$ cat src/rtl/alu_divider.sv
// Multi-cycle restoring divider for MIPS DIV/DIVU: quotient on Q (LO), remainder on R (HI).
// One quotient bit per cycle, with a sign-fix cycle at the end and a shortcut for divide-by-zero.
module alu_divider #(
    parameter int WIDTH = 32
) (
    input  logic             clk,
    input  logic             reset,
    input  logic             start,
    input  logic             Sign,
    input  logic [WIDTH-1:0] A,
    input  logic [WIDTH-1:0] B,
    output logic             busy,
    output logic             done,
    output logic [WIDTH-1:0] Q,
    output logic [WIDTH-1:0] R,
    output logic             DivZero
);

    localparam int CW = $clog2(WIDTH);

    typedef enum logic [1:0] {
        IDLE,
        RUN,
        FIX
    } state_t;

    state_t           state;
    state_t           next_state;
    logic [CW-1:0]    count;
    logic [WIDTH-1:0] rem;
    logic [WIDTH-1:0] quo;
    logic [WIDTH-1:0] div_mag;
    logic [WIDTH-1:0] raw_a;
    logic             neg_a;
    logic             neg_q;
    logic             zero_op;

    logic [WIDTH-1:0] a_mag;
    logic [WIDTH-1:0] b_mag;
    logic [WIDTH:0]   shifted;
    logic [WIDTH:0]   trial;

    // quo starts as the dividend magnitude and fills with quotient bits as the dividend shifts out
    assign a_mag   = (Sign && A[WIDTH-1]) ? -A : A;
    assign b_mag   = (Sign && B[WIDTH-1]) ? -B : B;
    assign shifted = {rem, quo[WIDTH-1]};
    assign trial   = shifted - {1'b0, div_mag};
    assign busy    = (state != IDLE);

    always_ff @(posedge clk or posedge reset) begin
        if (reset) begin
            state <= IDLE;
        end else begin
            state <= next_state;
        end
    end

    always_comb begin
        next_state = state;
        case (state)
            IDLE: begin
                if (start) begin
                    next_state = (B == '0) ? FIX : RUN;
                end
            end
            RUN: begin
                if (count == '0) begin
                    next_state = FIX;
                end
            end
            FIX: begin
                next_state = IDLE;
            end
            default: begin
                next_state = IDLE;
            end
        endcase
    end

    always_ff @(posedge clk or posedge reset) begin
        if (reset) begin
            count   <= '0;
            rem     <= '0;
            quo     <= '0;
            div_mag <= '0;
            raw_a   <= '0;
            neg_a   <= 1'b0;
            neg_q   <= 1'b0;
            zero_op <= 1'b0;
            Q       <= '0;
            R       <= '0;
            DivZero <= 1'b0;
            done    <= 1'b0;
        end else begin
            done <= 1'b0;
            case (state)
                IDLE: begin
                    if (start) begin
                        neg_a   <= Sign & A[WIDTH-1];
                        neg_q   <= Sign & (A[WIDTH-1] ^ B[WIDTH-1]);
                        quo     <= a_mag;
                        div_mag <= b_mag;
                        rem     <= '0;
                        count   <= CW'(WIDTH - 1);
                        raw_a   <= A;
                        zero_op <= (B == '0);
                    end
                end
                RUN: begin
                    // A set borrow bit means the trial went negative: restore and shift in 0
                    if (!trial[WIDTH]) begin
                        rem <= trial[WIDTH-1:0];
                    end else begin
                        rem <= shifted[WIDTH-1:0];
                    end
                    quo   <= {quo[WIDTH-2:0], ~trial[WIDTH]};
                    count <= count - 1'b1;
                end
                FIX: begin
                    if (zero_op) begin
                        Q       <= '1;
                        R       <= raw_a;
                        DivZero <= 1'b1;
                    end else begin
                        Q       <= neg_q ? -quo : quo;
                        R       <= neg_a ? -rem : rem;
                        DivZero <= 1'b0;
                    end
                    done <= 1'b1;
                end
                default: begin
                end
            endcase
        end
    end

endmodule

$ cat config.mk
export PLATFORM = sky130hd
export DESIGN_NAME = alu_divider
export DESIGN_NICKNAME = d
export VERILOG_FILES = /design/src/rtl/alu_divider.sv
export SDC_FILE = /design/constraint.sdc
export NUM_CORES = 1
export LEC_CHECK = 0
export ABC_AREA = 1
export BUFFER_PORTS_ARGS = -buffer_cell sky130_fd_sc_hd__clkbuf_2
export CORE_AREA = 4 4 185 187
export DETAILED_ROUTE_END_ITERATION = 10
export DIE_AREA = 0 0 189 191
export GPL_TIMING_DRIVEN = 1
export PLACE_DENSITY_LB_ADDON = 0.2
export SETUP_SLACK_MARGIN = 0.1
export SLEW_MARGIN = 10
export SYNTH_ARGS = -nofsm -noshare
export SYNTH_HDL_FRONTEND = slang
export SYNTH_SLANG_ARGS = --single-unit
export TNS_END_PERCENT = 20
$ cat constraint.sdc
create_clock -name clk -period 7.1 [get_ports clk]
set_input_delay 1.065 -clock clk [delete_from_list [all_inputs] [get_ports clk]]
set_output_delay 1.065 -clock clk [all_outputs]
set_load 0.03 [all_outputs]
# Yosys cells after proc, flatten, opt, wreduce, memory -nomap -nowiden
# Index checks and enable logic that the tools add are counted.
[classes] mux=19 reduce_logical=10 n_eq_ne=4 n_addsub=6 bitwise_logic=4
[op_table] operator="$mux 32" n=9
[op_table] operator="$neg 32->32" n=4
[op_table] operator="$pmux 32 s2" n=2
[op_table] operator="$sub 33x32->33" n=1
[op_table] operator="$logic_not 32->1" n=1
[op_table] operator="$pmux 5 s2" n=1
[op_table] operator="$mux 2" n=3
[op_table] operator="$reduce_and 2->1" n=3
[op_table] operator="$logic_not 5->1" n=1
[op_table] operator="$mux 5" n=1
[op_table] operator="$sub 5x1->5 const B" n=1
[op_table] operator="$ne 2x2->1 const B" n=2
[op_table] operator="$pmux 2 s2" n=1
[op_table] operator="$reduce_bool 2->1" n=2
[op_table] operator="$and 1x1->1" n=2
[op_table] operator="$eq 2x1->1 const B" n=1
[op_table] operator="$eq 2x2->1 const B" n=1
[op_table] operator="$logic_and 1x1->1" n=2
[op_table] operator="$logic_not 2->1" n=1
[op_table] operator="$mux 1" n=2
[op_table] operator="$not 1->1" n=1
[op_table] operator="$xor 1x1->1" n=1
[word_totals] in_bits=68 elab_cells=56 regBits=204

# Depth between registers and ports, before layout
# Gate-level depths: netlist (run 1).
[logic_depth] depth_word=4 mapped_depth=18 mapped_depth_nobuf=17

# Worst setup path before layout (run 1)
# No wires, ideal clock.
[synth_path] path_type="input -> register" startpoint="input B[1]" endpoint="register div_mag[22]" required_ns=6.974 slack_ns=4.666 path_buffers=0 arrival_ns=2.308 stages=11 cell_sequence="inv_1 ha_1 nand3_1 nor2_1 nand2_1 nor2_2 nand2_1 o21ai_1 nand2_1 nand3_1 o21ai_1"
[synth_between] elab_chain_cells=2
[synth_lines] item="from (decl)" line="11" rtl="input logic [WIDTH-1:0] B,"
[synth_lines] item="$neg 32->32" line="45" rtl="assign b_mag = (Sign && B[WIDTH-1]) ? -B : B;"
[synth_lines] item="$mux 32" line="45"
[synth_lines] item="to (signal assigned)" line="102" rtl="div_mag <= b_mag;"
[synth_lines] item="to (decl)" line="32" rtl="logic [WIDTH-1:0] div_mag;"
# Every way passes these cells.
# A chain may end at the register's enable or synchronous reset.

# Final worst setup path (run 1)
[layout_path] startpoint="register quo[31]" endpoint="register rem[29]"
[layout_between] elab_chain_cells=3
[layout_lines] item="from (decl)" line="31" rtl="logic [WIDTH-1:0] quo;"
[layout_lines] item="from (signal assigned)" line="101" rtl="quo <= a_mag;"
[layout_lines] item="from (signal assigned)" line="116" rtl="quo <= {quo[WIDTH-2:0], ~trial[WIDTH]};"
[layout_lines] item="$sub 33x32->33" line="47" rtl="assign trial = shifted - {1'b0, div_mag};"
[layout_lines] item="$mux 32" line="111" rtl="if (!trial[WIDTH]) begin"
[layout_lines] item="$pmux 32 s2" line="96" rtl="case (state)"
[layout_lines] item="to (signal assigned)" line="112" rtl="rem <= trial[WIDTH-1:0];"
[layout_lines] item="to (signal assigned)" line="114" rtl="rem <= shifted[WIDTH-1:0];"
[layout_lines] item="to (decl)" line="30" rtl="logic [WIDTH-1:0] rem;"
# Every way passes these cells.

==> results.md, run 1 <==
Placed design
• 15500 um^2 — instance area at placement
• 0.963 — routability-driven placement congestion ratio
• 134 — input/output buffers
• 3.88 ns — Worst Setup Slack post-DPL
• 35300 um — detailed placement HPWL

Flow run
• 0 — max-cap violations

Layout
• 2395 — Nets
• 3348 — fillcell total
• 12.6% — post-synthesis to final-layout area growth
• 7880 um^2 — multi-input combinational cell area
• 16300 um^2 — final cell area excluding filler cells
• 10.7% — share of cells above drive strength 1
• 5100 um^2 — Reg area
• 0 — Diodes inserted

Yosys
• 6.61 um^2 — post-synthesis area per instance
• 100% — Async SR Flop Fraction
• 0 — Post-synth EDFFs
• sky130_fd_sc_hd__nand2_1 — library cell with the highest instance count after synthesis
• sky130_fd_sc_hd__dfrtp_1 (35%), sky130_fd_sc_hd__nand2_1 (16%), sky130_fd_sc_hd__nand3_1 (9.2%), sky130_fd_sc_hd__inv_1 (7.9%), sky130_fd_sc_hd__nor2_1 (5.4%) — cell types with the largest area share after synthesis
• 35.3% — proportion of synthesized chip area in sequential cells
• 204 — flops & latches, synth
• sky130_fd_sc_hd__nand2_1 (632), sky130_fd_sc_hd__inv_1 (304), sky130_fd_sc_hd__nand3_1 (267) — Synth top cells by count
• 2188 — post-synthesis instance total
• 2295 — synthesized netlist net count
• 0 — YS warnings
• sky130_fd_sc_hd__dfrtp_1 — biggest area consumer among synthesized cells
• 14500 um^2 — summed instance area of the synthesized netlist
• sky130_fd_sc_hd__dfrtp_1 — ys flop type
• 35.3% — top cell type's share of synthesized area
• 50 — number of different library cells in the post-synthesis netlist

Floorplan
• 32500 um^2 — area of the core region
• 135 — boundary pin count
• 44.6% — starting density of the core
• 36100 um^2 — area of the die
• 66 — standard-cell rows
• 191 um — floorplan die height
• 189 um — Chip Width

Setup path
• quo[31] — start point of the critical path
• 0.40 ns — delay of the slowest cell on the worst path
• inv_1, ha_1, fa_1, inv_1, nand2_1, nand2_1, nand3_1, nand2_2, nand2_2, nand2_2, nand2_4, nand2_4, nand2_4, nand3_1, nand2_1, nand2_1, nand2_1 — cells along the critical path
• 7.51 ns — required time worst endpoint
• sky130_fd_sc_hd__fa_1 — cell with the largest stage delay on the worst path
• 2 — buffers plus inverters on the worst setup path
• sky130_fd_sc_hd__nand2_1 — cell seen most often among critical-path stages
• reg -> reg — classification of the worst setup path
• quo[31] — FF-to-FF Start
• flop — endpoint type of the worst setup path
• flop — crit path launch type
• 19 — Max Fanout on Critical Path
• simple AND/OR/NAND/NOR gates — family with the most delay on the worst path
• 3.29 ns — arrival time worst endpoint

Status
• finished, final reports clean — run status

Clock network
• built — TritonCTS clock tree
• 0.52 ns — clock latency of the later-clocked register in the worst-skew pair
• 3 — Max Buffers Root-to-Sink
• 24 — cts bufs inserted
• 0 — cts repair resizes
• 1 — Max H-tree Level
• 0.06 ns — Clock Pin Slew Worst Setup and Hold Paths
• 0 — CTS Hold Bufs
• sky130_fd_sc_hd__clkbuf_16 — clk root buf
• 0 — Setup Buffers After CTS
• 204 — clock sinks

Power
• 553 nW/um^2 — power density of the placed cells
• 25.5% — Flop pwr share
• 4.24 mW — Cell Int Power
• 8.47 nW — Leakage Power
• 60.6% — Combinational Power Share
• 13.9% — portion of total power attributed to the clock network
• 4.77 mW — total net switching power
• 0.226 mV — worst supply voltage drop on vdd
• 52.9% — switching fraction of total power

GRT
• 36.9% — fraction of met1 tracks used by global routing
• met2 — global route hottest layer
• 130 — maximum number of pins on one net before global-route repair
• 73000 um — wire length of the first global-routing pass
• 38.5% — global routing usage on met2
• 13500 — vias in the first global route
• 3.14% — GRT met3 Usage
• 1 — number of antenna violations at the first check in global routing
• 24.8% — global-route total usage across every layer
• 0 — total congestion overflow

Timing
• 4.21 ns — final critical-path setup slack
• 2.89 ns — Min Clock Period, post-route
• 0 — Final Slew Violations
• 40.7% — Final Cycle Share
• 0.975 ns — slew at the pin closest to its max-slew limit
• 346 MHz — upper clock frequency limit
• 0 — final number of setup-violating endpoints
• no — unrepaired setup endpoints after global routing
• 0.00879 ns — worst setup skew after layout
• 0 ns — total negative slack for setup checks
• 0 — hold violation total from the final report
• 35.0% — worst slew slack as a fraction of its limit

Drt
• 16.8 um — wire length per cell
• 0 — DR DRC count
• 46000 um — total wire length after detailed routing
• 1180 — DRC marker count from the first detailed-route iteration
• 0 — Routed Antenna Nets
• 5 — First-pass DRT Iterations
• 5.31 — average via count per standard cell
• 14600 — detailed-route via count

Min path
• count[4] — Worst Min Path Start
• reg -> reg — worst min path class

[sequential cells by signal, indices dropped and copies added (netlist names), 2 cells and up]
register and cells:
R 32, quo 32, raw_a 32, Q 32
rem 32, count 5, div_mag 32, state 2
[per-stage QoR]
step	util, %	total power, mW	std cells	hold slack [ns]
global route	50.2	9.82	2746	0.512
CTS	50.2	9.01	2746	0.483
global placement	47.8	7.63	2704	0.463
finish	50.2	9.01	2746	0.481
detailed placement	47.8	7.73	2704	0.467
floorplan	-	6.24	2188	0.446
[path summary, 6_finish.rpt]
kind	to	slack, ns	cells past startpoint
max in group asynchronous	count[1]	4.80	3
setup / recovery	rem[29]	4.21	17
hold reg to reg	count[4]	0.48	1
hold / removal	count[4]	0.48	1
min in group asynchronous	rem[5]	0.75	2
setup reg to reg	rem[29]	4.21	17
[layout by cell type (no fill, tap or decap), types with 4 or more instances in the layout]
cell,instances
sky130_fd_sc_hd__xor2_1,36
sky130_fd_sc_hd__nand3b_1,20
sky130_fd_sc_hd__o21bai_1,6
sky130_fd_sc_hd__nand2_4,5
sky130_fd_sc_hd__clkbuf_2,134
sky130_fd_sc_hd__dfrtp_1,204
sky130_fd_sc_hd__nor2_4,5
sky130_fd_sc_hd__nor3_2,5
sky130_fd_sc_hd__xnor2_1,10
sky130_fd_sc_hd__o221ai_1,6
sky130_fd_sc_hd__nand3_1,267
sky130_fd_sc_hd__nand2_2,18
sky130_fd_sc_hd__o22ai_1,6
sky130_fd_sc_hd__nor4_1,4
sky130_fd_sc_hd__a22oi_1,31
sky130_fd_sc_hd__inv_1,303
sky130_fd_sc_hd__clkbuf_16,25
sky130_fd_sc_hd__o21ai_1,13
sky130_fd_sc_hd__nor2_1,207
sky130_fd_sc_hd__a31oi_1,23
sky130_fd_sc_hd__nor2_2,4
sky130_fd_sc_hd__clkbuf_8,4
sky130_fd_sc_hd__nand4_1,30
sky130_fd_sc_hd__clkbuf_1,8
sky130_fd_sc_hd__o211ai_1,14
sky130_fd_sc_hd__o21ai_0,111
sky130_fd_sc_hd__inv_2,17
sky130_fd_sc_hd__or2_2,7
sky130_fd_sc_hd__nor3_1,25
sky130_fd_sc_hd__nand2_1,631
sky130_fd_sc_hd__buf_4,10
sky130_fd_sc_hd__ha_1,38
sky130_fd_sc_hd__a21oi_1,47
[metal layers]
layer	vias up	wire, um
met3	64	2740
li1	7251	-
met1	6806	22100
met4	0	1160
met5	-	0
met2	460	20100
[power groups by stage]
stage / Clock (mW) / Sequential (mW) / Combinational [mW]
3_5_place_dp: 0 / 2.30 / 5.43
4_1_cts: 1.28 / 2.29 / 5.45
3_3_place_gp: 0 / 2.30 / 5.33
2_1_floorplan: 0 / 2.43 / 3.81
6_report: 1.25 / 2.29 / 5.46
5_1_grt: 1.32 / 2.36 / 6.13
[cells by family (layout without fill, tap and decap cells)]
logic type                 after synthesis  after routing  synth area share (%)
AOI/OAI and AO/OA                      273            273                  11.1
xor gates and xnor gates                46             46                  2.78
adders and majority gates               39             39                  3.42
buffers and inverters                  393            509                  10.4
DFF                                    204            204                  35.3
and+or+nand+nor                       1233           1233                  36.9
[layout make-up]
class / count / area share [%]
clock inverter: 5 / 0.491
timing repair buffer: 144 / 4.58
multi-input combinational: 1591 / 48.4
tap: 442 / 3.39
inverter: 323 / 7.49
clock buffer: 37 / 4.36
sequential: 204 / 31.3
No activity file was read; power rests on OpenSTA's default activity.
==> inputs of run 2 (changes only) <==
==> constraint.sdc (replaced) <==
create_clock -name clk -period 2.35 [get_ports clk]
set_input_delay 0.3525 -clock clk [delete_from_list [all_inputs] [get_ports clk]]
set_output_delay 0.3525 -clock clk [all_outputs]
set_load 0.03 [all_outputs]
==> results.md, run 2 (synthesis results as in run 1) <==
Setup path
• reg -> reg — classification of the worst setup path
• 2.76 ns — required time worst endpoint
• div_mag[10] — start point of the critical path
• inv_1, ha_4, nand2_1, nor2_1, inv_1, a21oi_1, nor2_1, nand2_1, nand2_1, nand2_1, nand2_1, nand2_1, nand2_1, nand2_1, nand2_1 — cells along the critical path
• rem[29] — worst reg2reg path endpoint
• flop — crit path launch type
• sky130_fd_sc_hd__nand2_1 — cell seen most often among critical-path stages
• 0.09 ns — reg2reg setup slack
• 2.67 ns — arrival time worst endpoint
• 15 — cell count of the worst reg-to-reg path
• 4 — Max Fanout on Critical Path
• sky130_fd_sc_hd__dfrtp_1 — cell with the largest stage delay on the worst path
• 0.44 ns — delay of the slowest cell on the worst path
• div_mag[10] — FF-to-FF Start
• flop — endpoint type of the worst setup path

GRT
• 1 — number of antenna violations at the first check in global routing
• 0 — total congestion overflow
• 91 — maximum number of pins on one net before global-route repair
• 14400 — vias in the first global route
• 78200 um — wire length of the first global-routing pass
• 26.8% — global-route total usage across every layer

Placed design
• 38600 um — detailed placement HPWL
• 0.940 — routability-driven placement congestion ratio
• -0.0304 ns — Worst Setup Slack post-DPL
• 134 — input/output buffers

Layout
• 2481 — Nets
• sky130_fd_sc_hd__nand2_1 (620), sky130_fd_sc_hd__inv_1 (291), sky130_fd_sc_hd__nand3_1 (252), sky130_fd_sc_hd__nor2_1 (200), sky130_fd_sc_hd__dfrtp_1 (196) — most frequent cells in the layout
• 22.1% — post-synthesis to final-layout area growth
• sky130_fd_sc_hd__nand2_1 — most common cell after layout, fill and taps aside
• 17.6% — share of cells above drive strength 1
• 3255 — fillcell total

Floorplan
• 66 — standard-cell rows
• 36100 um^2 — area of the die
• 32500 um^2 — area of the core region
• 135 — boundary pin count
• 191 um — floorplan die height
• 189 um — Chip Width
• 44.6% — starting density of the core

Min path
• 3 — number of instances on the worst hold path
• in -> reg — worst min path class
• A[31] — Worst Min Path Start
• raw_a[31] — end of the worst hold path

Drt
• 15200 — detailed-route via count
• 0 — Routed Antenna Nets
• 50200 um — total wire length after detailed routing
• 17.7 um — wire length per cell
• 1257 — DRC marker count from the first detailed-route iteration
• 0 — DR DRC count
• 5 — First-pass DRT Iterations
• 5.35 — average via count per standard cell

Timing
• 0 — final number of setup-violating endpoints
• 0.0122 ns — worst setup skew after layout
• 0.131 ns — worst hold slack
• 2.26 ns — Min Clock Period, post-route
• 0 ns — total negative slack for setup checks
• 96.2% — Final Cycle Share
• 0 — hold violation total from the final report
• 0.0892 ns — final critical-path setup slack
• yes — unrepaired setup endpoints after global routing
• 0 — Final Slew Violations
• 42.5% — worst slew slack as a fraction of its limit
• 0.860 ns — slew at the pin closest to its max-slew limit
• 442 MHz — upper clock frequency limit

Power
• 1740 nW/um^2 — power density of the placed cells
• 51.7% — switching fraction of total power
• 65.4% — Combinational Power Share
• 1.47 mV — worst supply voltage drop on vdd
• 12.4% — portion of total power attributed to the clock network
• 15.9 mW — total net switching power
• 22.2% — Flop pwr share
• 30.7 mW — Pwr Total
• 9.00 nW — Leakage Power
• 14.8 mW — Cell Int Power

Flow run
• 0 — max-cap violations

Clock network
• built — TritonCTS clock tree
• sky130_fd_sc_hd__clkbuf_16 — clk root buf
• 0.53 ns — clock latency of the later-clocked register in the worst-skew pair
• 204 — clock sinks
• 0.06 ns — Clock Pin Slew Worst Setup and Hold Paths
• 1 — Max H-tree Level
• 25 — cts bufs inserted
• 3 — Max Buffers Root-to-Sink

Status
• finished, final reports clean — run status

run 2: changes by cell type in the layout (fill, tap and decap cells not counted), sizes merged:
| cell | before | now |
|---|---|---|
| clkinv | 3 | 10 |
| dlygate4sd3 | 0 | 1 |
| diode | 0 | 1 |
| nand2 | 654 | 656 |
| buf | 10 | 88 |
run 2: per-stage QoR:
step	std cells	util, %	cell area, um^2
6_report	2835	54.4	17700
5_1_grt	2834	54.4	17700
4_1_cts	2819	52.5	17000
3_5_place_dp	2766	49.5	16100
3_3_place_gp	2766	49.5	16100
2_1_floorplan	2188	-	14500
run 2: how the worst max path moves through the flow:
stage	endpoint	slack [ns]	cells after the start
6_report	rem[29]	0.09	15
5_1_grt	rem[9]	-0.02	15
4_1_cts	rem[15]	0.09	16
3_5_place_dp	rem[21]	-0.03	17
3_3_place_gp	rem[29]	0.04	12
2_1_floorplan	DivZero	-0.65	1
run 2: repair_timing:
item | CTS | global route
gates cloned | 1 | 6
buffers inserted | 6 | 9
resized for setup | 19 | 91
hold endpoints to repair | 79 | 0
hold buffers | 1 | 0
pin swaps | 3 | 26
endpoints found under the setup margin | 33 | 51
run 2: power by group through the flow:
stage / clock (mW) / sequential, mW / combinational, mW
3_3_place_gp: 0 / 6.69 / 17.6
4_1_cts: 3.89 / 6.70 / 18.3
5_1_grt: 4.04 / 7.02 / 22.2
3_5_place_dp: 0 / 6.71 / 17.7
6_report: 3.80 / 6.83 / 20.1
2_1_floorplan: 0 / 7.35 / 11.5
run 2: cell type report:
| cell class | instances | area [um^2] | share of cell area (%) |
|---|---|---|---|
| Tap cell | 442 | 553 | 3.13 |
| Timing Repair Buffer | 227 | 1570 | 8.90 |
| Antenna cell | 1 | 2.50 | 0.0142 |
| Sequential cell | 204 | 5110 | 29.0 |
| Clock buffer | 33 | 676 | 3.83 |
| Multi-Input combinational cell | 1593 | 8410 | 47.6 |
| Inverter | 323 | 1220 | 6.89 |
| Clock inverter | 12 | 120 | 0.680 |
run 2: worst max-delay path, delay by kind of cell (launching register included):
kind	cells	cell delay, ns
compound gates	1	0.18
fa+ha+maj	1	0.30
buf+inv	2	0.17
flops	1	0.44
simple gates	11	1.05
run 2: routing by layer:
metal | global-route usage, % | wire length (um) | up-vias
met3 | 3.96 | 3660 | 64
met1 | 39.8 | 23500 | 7138
met5 | 0 | 0 | -
met2 | 42.4 | 22200 | 534
met4 | 4.23 | 806 | 0
li1 | - | - | 7443
